--- src/rtl/lbm_step_scheduler.sv ---
// lbm_step_scheduler
// Top-level sequencer for the D2Q9 lattice datapath. Each time step it kicks
// one collide/stream sweep of the compute engine, waits for completion, then
// flips the ping-pong bank. Every div-th step it hands the BRAM read port to
// the AXI-Stream frame dumper and waits for the frame to drain. Both wait
// phases are covered by a watchdog that parks the block in a sticky ERROR.
//
// Ports:
//   clk, rst          clock, synchronous active-high reset
//   start, stop       run request pulse / stop request pulse (honoured at step boundary)
//   cfg_frame_div     steps per dumped frame (0 behaves as 1), latched at start
//   cmp_start/done    sweep handshake with the compute engine
//   dump_start/done   frame handshake with the dumper
//   cmp_addr/dump_addr, bram_rd_addr   read-address sources and muxed BRAM address
//   grant_dump        read-port owner (1 = dumper)
//   rd_bank           bank holding current valid data
//   busy, err         activity flag, sticky watchdog error
//   step_count, frame_count   completed steps / frames since start
module lbm_step_scheduler #(
  parameter int DEPTH         = 2500,
  parameter int ADDRESS_WIDTH = 12,
  parameter int TIMEOUT       = 65535,
  parameter int CNT_WIDTH     = 16
) (
  input  logic                     clk,
  input  logic                     rst,
  input  logic                     start,
  input  logic                     stop,
  input  logic [7:0]               cfg_frame_div,
  output logic                     cmp_start,
  input  logic                     cmp_done,
  input  logic [ADDRESS_WIDTH-1:0] cmp_addr,
  output logic                     dump_start,
  input  logic                     dump_done,
  input  logic [ADDRESS_WIDTH-1:0] dump_addr,
  output logic [ADDRESS_WIDTH-1:0] bram_rd_addr,
  output logic                     grant_dump,
  output logic                     rd_bank,
  output logic                     busy,
  output logic                     err,
  output logic [CNT_WIDTH-1:0]     step_count,
  output logic [CNT_WIDTH-1:0]     frame_count
);

  // Watchdog just wide enough to hold TIMEOUT-1.
  localparam int WD_W = (TIMEOUT > 2) ? $clog2(TIMEOUT) : 1;
  localparam logic [WD_W-1:0] WD_MAX = WD_W'(TIMEOUT - 1);

  // Refuse to elaborate if a frame cannot be addressed.
  if (DEPTH > (1 << ADDRESS_WIDTH)) begin : g_depth_check
    $error("DEPTH does not fit in ADDRESS_WIDTH");
  end

  typedef enum logic [2:0] {
    IDLE       = 3'd0,
    CMP_START  = 3'd1,
    CMP_WAIT   = 3'd2,
    SWAP       = 3'd3,
    DUMP_START = 3'd4,
    DUMP_WAIT  = 3'd5,
    ERROR      = 3'd6
  } state_t;

  state_t                 state_r, state_nxt_s;
  logic [7:0]             div_r, div_cnt_r;
  logic [WD_W-1:0]        wd_r;
  logic                   stop_pending_r;
  logic                   cmp_start_r, dump_start_r, grant_dump_r, busy_r, err_r, rd_bank_r;
  logic [CNT_WIDTH-1:0]   step_count_r, frame_count_r;
  logic                   stop_eff_s, wd_expired_s, frame_due_s;

  // A stop arriving in the boundary cycle itself still counts.
  assign stop_eff_s   = stop_pending_r | stop;
  assign wd_expired_s = (wd_r == WD_MAX);
  assign frame_due_s  = (div_cnt_r == (div_r - 8'd1));

  // Next-state logic.
  always_comb begin
    state_nxt_s = state_r;
    case (state_r)
      IDLE:       if (start) state_nxt_s = CMP_START; else state_nxt_s = IDLE;
      CMP_START:  state_nxt_s = CMP_WAIT;
      CMP_WAIT: begin
        if (cmp_done)          state_nxt_s = SWAP;
        else if (wd_expired_s) state_nxt_s = ERROR;
        else                   state_nxt_s = CMP_WAIT;
      end
      SWAP: begin
        if (frame_due_s)     state_nxt_s = DUMP_START;
        else if (stop_eff_s) state_nxt_s = IDLE;
        else                 state_nxt_s = CMP_START;
      end
      DUMP_START: state_nxt_s = DUMP_WAIT;
      DUMP_WAIT: begin
        if (dump_done)         state_nxt_s = stop_eff_s ? IDLE : CMP_START;
        else if (wd_expired_s) state_nxt_s = ERROR;
        else                   state_nxt_s = DUMP_WAIT;
      end
      ERROR:      state_nxt_s = ERROR;
      default:    state_nxt_s = ERROR;
    endcase
  end

  // State register plus control outputs registered from the next state.
  always_ff @(posedge clk) begin
    if (rst) begin
      state_r      <= IDLE;
      cmp_start_r  <= 1'b0;
      dump_start_r <= 1'b0;
      grant_dump_r <= 1'b0;
      busy_r       <= 1'b0;
      err_r        <= 1'b0;
    end else begin
      state_r      <= state_nxt_s;
      cmp_start_r  <= (state_nxt_s == CMP_START);
      dump_start_r <= (state_nxt_s == DUMP_START);
      grant_dump_r <= (state_nxt_s == DUMP_START) || (state_nxt_s == DUMP_WAIT);
      busy_r       <= (state_nxt_s != IDLE);
      err_r        <= (state_nxt_s == ERROR);
    end
  end

  // Run configuration, step/frame counters and bank toggle.
  always_ff @(posedge clk) begin
    if (rst) begin
      div_r         <= 8'd0;
      div_cnt_r     <= 8'd0;
      step_count_r  <= '0;
      frame_count_r <= '0;
      rd_bank_r     <= 1'b0;
    end else begin
      case (state_r)
        IDLE: begin
          if (start) begin
            div_r         <= (cfg_frame_div == 8'd0) ? 8'd1 : cfg_frame_div;
            div_cnt_r     <= 8'd0;
            step_count_r  <= '0;
            frame_count_r <= '0;
          end
        end
        SWAP: begin
          rd_bank_r    <= ~rd_bank_r;
          step_count_r <= step_count_r + CNT_WIDTH'(1);
          div_cnt_r    <= frame_due_s ? 8'd0 : (div_cnt_r + 8'd1);
        end
        DUMP_WAIT: begin
          if (dump_done) frame_count_r <= frame_count_r + CNT_WIDTH'(1);
        end
        default: ;
      endcase
    end
  end

  // Watchdog and deferred stop request.
  always_ff @(posedge clk) begin
    if (rst) begin
      wd_r           <= '0;
      stop_pending_r <= 1'b0;
    end else begin
      if ((state_r == CMP_START) || (state_r == DUMP_START)) begin
        wd_r <= '0;
      end else if (((state_r == CMP_WAIT) && !cmp_done) ||
                   ((state_r == DUMP_WAIT) && !dump_done)) begin
        wd_r <= wd_r + WD_W'(1);
      end else begin
        wd_r <= wd_r;
      end

      if ((state_r == IDLE) || (state_nxt_s == IDLE)) begin
        stop_pending_r <= 1'b0;
      end else if (stop && (state_r != ERROR)) begin
        stop_pending_r <= 1'b1;
      end else begin
        stop_pending_r <= stop_pending_r;
      end
    end
  end

  // Read-port mux follows the registered grant so the switch is glitch-free.
  assign bram_rd_addr = grant_dump_r ? dump_addr : cmp_addr;

  assign cmp_start   = cmp_start_r;
  assign dump_start  = dump_start_r;
  assign grant_dump  = grant_dump_r;
  assign rd_bank     = rd_bank_r;
  assign busy        = busy_r;
  assign err         = err_r;
  assign step_count  = step_count_r;
  assign frame_count = frame_count_r;

endmodule

--- config.mk ---
export PLATFORM = sky130hd
export DESIGN_NAME = lbm_step_scheduler
export DESIGN_NICKNAME = d
export VERILOG_FILES = /design/src/rtl/lbm_step_scheduler.sv
export SDC_FILE = /design/constraint.sdc
export NUM_CORES = 1
export LEC_CHECK = 0
export BUFFER_PORTS_ARGS = -buffer_cell sky130_fd_sc_hd__buf_4
export CAP_MARGIN = 20
export CORE_ASPECT_RATIO = 0.8
export CORE_MARGIN = 2
export CORE_UTILIZATION = 40
export CTS_CLUSTER_SIZE = 30
export DETAILED_ROUTE_END_ITERATION = 8
export PLACE_DENSITY_LB_ADDON = 0.3
export SKIP_LAST_GASP = 1
export SYNTH_ARGS = -nofsm -noshare
export SYNTH_HDL_FRONTEND = slang
export SYNTH_SLANG_ARGS = --single-unit
export TNS_END_PERCENT = 20
--- constraint.sdc ---
create_clock -name clk -period 2.75 [get_ports clk]
set_input_delay 0 -clock clk [delete_from_list [all_inputs] [get_ports clk]]
set_output_delay 0 -clock clk [all_outputs]
set_load 0.03 [all_outputs]
==> impl_metrics.json <==
{
  "power_density_mw_per_mm2": 558.0,
  "ys_seq_area_share_pct": 39.84,
  "grt_pass1_wl_um": 15680,
  "die_w_um": 111.8,
  "grt_max_degree": 40,
  "startpoint_type": "flop",
  "start_util_pct": 41.15,
  "firstDrtPassIters": 5,
  "grt_pass1_vias": 3213,
  "finClkSkew_ns": 0.004122,
  "slew_viol_final": 0,
  "multi_input_area_mm2": 0.002163,
  "dr_total_vias": 3436,
  "drt-total-wl_um": 9514,
  "max_slew_margin_pct": 54.26,
  "ir_worst_vdd_uv": 310.7,
  "period_share_pct": 81.20,
  "coreArea_mm2": 0.009037,
  "drc": 0,
  "netlist_instances": 430,
  "dr_wl_met3_um": 673,
  "clock_latency_ns": 0.33,
  "clk_pin_slew_ns": 0.06,
  "wl_per_cell_um": 14.75,
  "viasPerCell": 5.327,
  "avgSynthCellArea_um2": 8.648,
  "io_buffers": 87,
  "setup_tns_ns": 0,
  "cts-buffers-inserted": 9,
  "cpPeakStageDelay_ns": 0.62,
  "synth_nets": 474,
  "clock-sinks": 74,
  "path_max_fanout": 16,
  "final_cell_mix": "buf_4, dfxtp_1, nor2_1",
  "routabilityCongestion": 0.8036,
  "ctsResizeCount": 0,
  "endpoint_kind": "flop",
  "p_total_mw": 2.735,
  "critPathTopFamily": "simple AND/OR/NAND/NOR gates",
  "power_leakage_nw": 1.897,
  "antenna_cells": 0,
  "cp.arrival_ns": 2.45,
  "cts-root-buf": "clkbuf_16",
  "hold_path_class": "primary input to flop",
  "cts_tree": "done",
  "synth_seq_cells": 74,
  "io_pins": 88,
  "antenna_found_initial": 0,
  "tightest_slew_ns": 0.6835,
  "syn-cell-area_mm2": 0.003719,
  "layout_commonest_cell": "buf_4",
  "hpwl_um": 6787,
  "worstSetupPathType": "flop to flop",
  "grt_use_total_pct": 19.19,
  "cts_hold_repair.buffers": 7,
  "setup_viol": 0,
  "drive_gt1_share_pct": 26.23,
  "required_ns": 2.97,
  "syn_to_final_growth_pct": 31.80,
  "max_freq_mhz": 447.8,
  "ys_warn_count": 0,
  "ys_async_sr_fraction_pct": 0,
  "met2_length_um": 4512,
  "rsz0062_at_grt": "no",
  "finalHoldViolations": 0,
  "routed.top_layer": "met4",
  "regArea_mm2": 0.001481,
  "ant_nets": 0,
  "htreeDepth": 3,
  "crit_path_cell_trace": "or3b_1 > o21bai_2 > and3_1 > nand3_1 > xor2_1 > nor2_1",
  "yosys_most_used_dff": "dfxtp_1",
  "hold_slack_ns": 0.06392,
  "final_nets": 569,
  "outcome": "complete, no violations",
  "wl_met1_um": 4179,
  "critPathBufInv": 0,
  "drtIter0Drc": 180,
  "fillCellCount": 832,
  "fin_crit_ns": 2.233,
  "post_synth_num_cell_types": 55,
  "maxCapViolCount": 0,
  "clock_path_buffers": 2,
  "dieArea_mm2": 0.01009,
  "rows": 31,
  "synth_edf_count": 0,
  "die_y_um": 90.24,
  "crit_slowest_cell": "dfxtp_1",
  "gr-total-overflow": 0,
  "postCtsSetupBuffers": 0
}
## sequential cells by signal, summed over array words and instances (netlist names)
signal / cells
cmp_start: 1
div_cnt_r: 8
rd_bank: 1
div_r: 8
state_r: 3
wd_r: 16
dump_start: 1
frame_count: 16
stop_pending_r: 1
busy: 1
step_count: 16
grant_dump: 1
err: 1
## per-layer routing
metal	vias to the layer above	global-route usage, %
met5	-	0
met4	0	7.099
met3	11	5.529
met2	116	31.41
met1	1596	24.03
li1	1713	-
## logic make-up after synthesis
family / Yosys count / share of synthesized area, %
muxes: 21 / 6.258
DFF: 74 / 39.84
and+or+nand+nor: 201 / 27.49
xor gates and xnor gates: 42 / 9.892
adders and majority gates: 6 / 2.019
buffers and inverters: 20 / 2.153
AOI/OAI and AO/OA: 66 / 12.35
## Yosys cell counts, drive strengths merged (5+ instances only)
cell | n | area [um^2]
o21ai | 11 | 55.05
and3 | 12 | 80.08
xnor2 | 17 | 148.9
nand2 | 40 | 150.1
nor2 | 66 | 247.7
a211oi | 9 | 72.57
xor2 | 25 | 219.0
dfxtp | 74 | 1481
ha | 6 | 75.07
nor3 | 8 | 40.04
clkbuf | 9 | 33.78
nand3 | 23 | 120.1
or3 | 6 | 37.54
buf | 7 | 31.28
mux2 | 18 | 202.7
nand2b | 5 | 31.28
nand4 | 13 | 81.33
a21oi | 26 | 133.9
## final cells by class
cell class,instances,area share (%)
timing repair buffer,100,15.68
inverter,4,0.3064
clock inverter,6,1.838
clock buffer,10,4.876
sequential,74,30.23
tap,115,2.936
multi-input combinational,336,44.14
## path summary, 6_finish.rpt
path / start / cells after the start / slack, ns / endpoint
max: state_r[1] / 6 / 0.52 / wd_r[7]
min: cfg_frame_div[0] / 3 / 0.06 / div_r[0]
max reg2reg: state_r[1] / 6 / 0.52 / wd_r[7]
min reg2reg: div_r[7] / 2 / 0.49 / div_r[7]
## per-stage QoR
| step | setup WS [ns] | util, % | std cells | instance area [um^2] |
|---|---|---|---|---|
| after detailed placement | 0.5831 | 49.81 | 622 | 4502 |
| after global routing | 0.3564 | 54.23 | 645 | 4901 |
| final | 0.5169 | 54.23 | 645 | 4901 |
| after global placement | 0.6570 | 49.81 | 622 | 4502 |
| after CTS | 0.5561 | 54.23 | 645 | 4901 |
| after floorplan | 0.7689 | - | 430 | 3719 |
## power by group
group | total [mW] | switching, mW | leakage (nW) | internal [mW]
Combinational | 0.335 | 0.188 | 1.14 | 0.146
Clock | 1.27 | 0.455 | 0.159 | 0.820
Sequential | 1.13 | 0.0320 | 0.598 | 1.09
Total | 2.73 | 0.675 | 1.90 | 2.06
## tightest hold or removal path, stage by stage
cell and delay, ns:
buf_4 0.08, a211oi_1 0.05, a211oi_1 0.21
No activity file was read; power rests on OpenSTA's default activity.
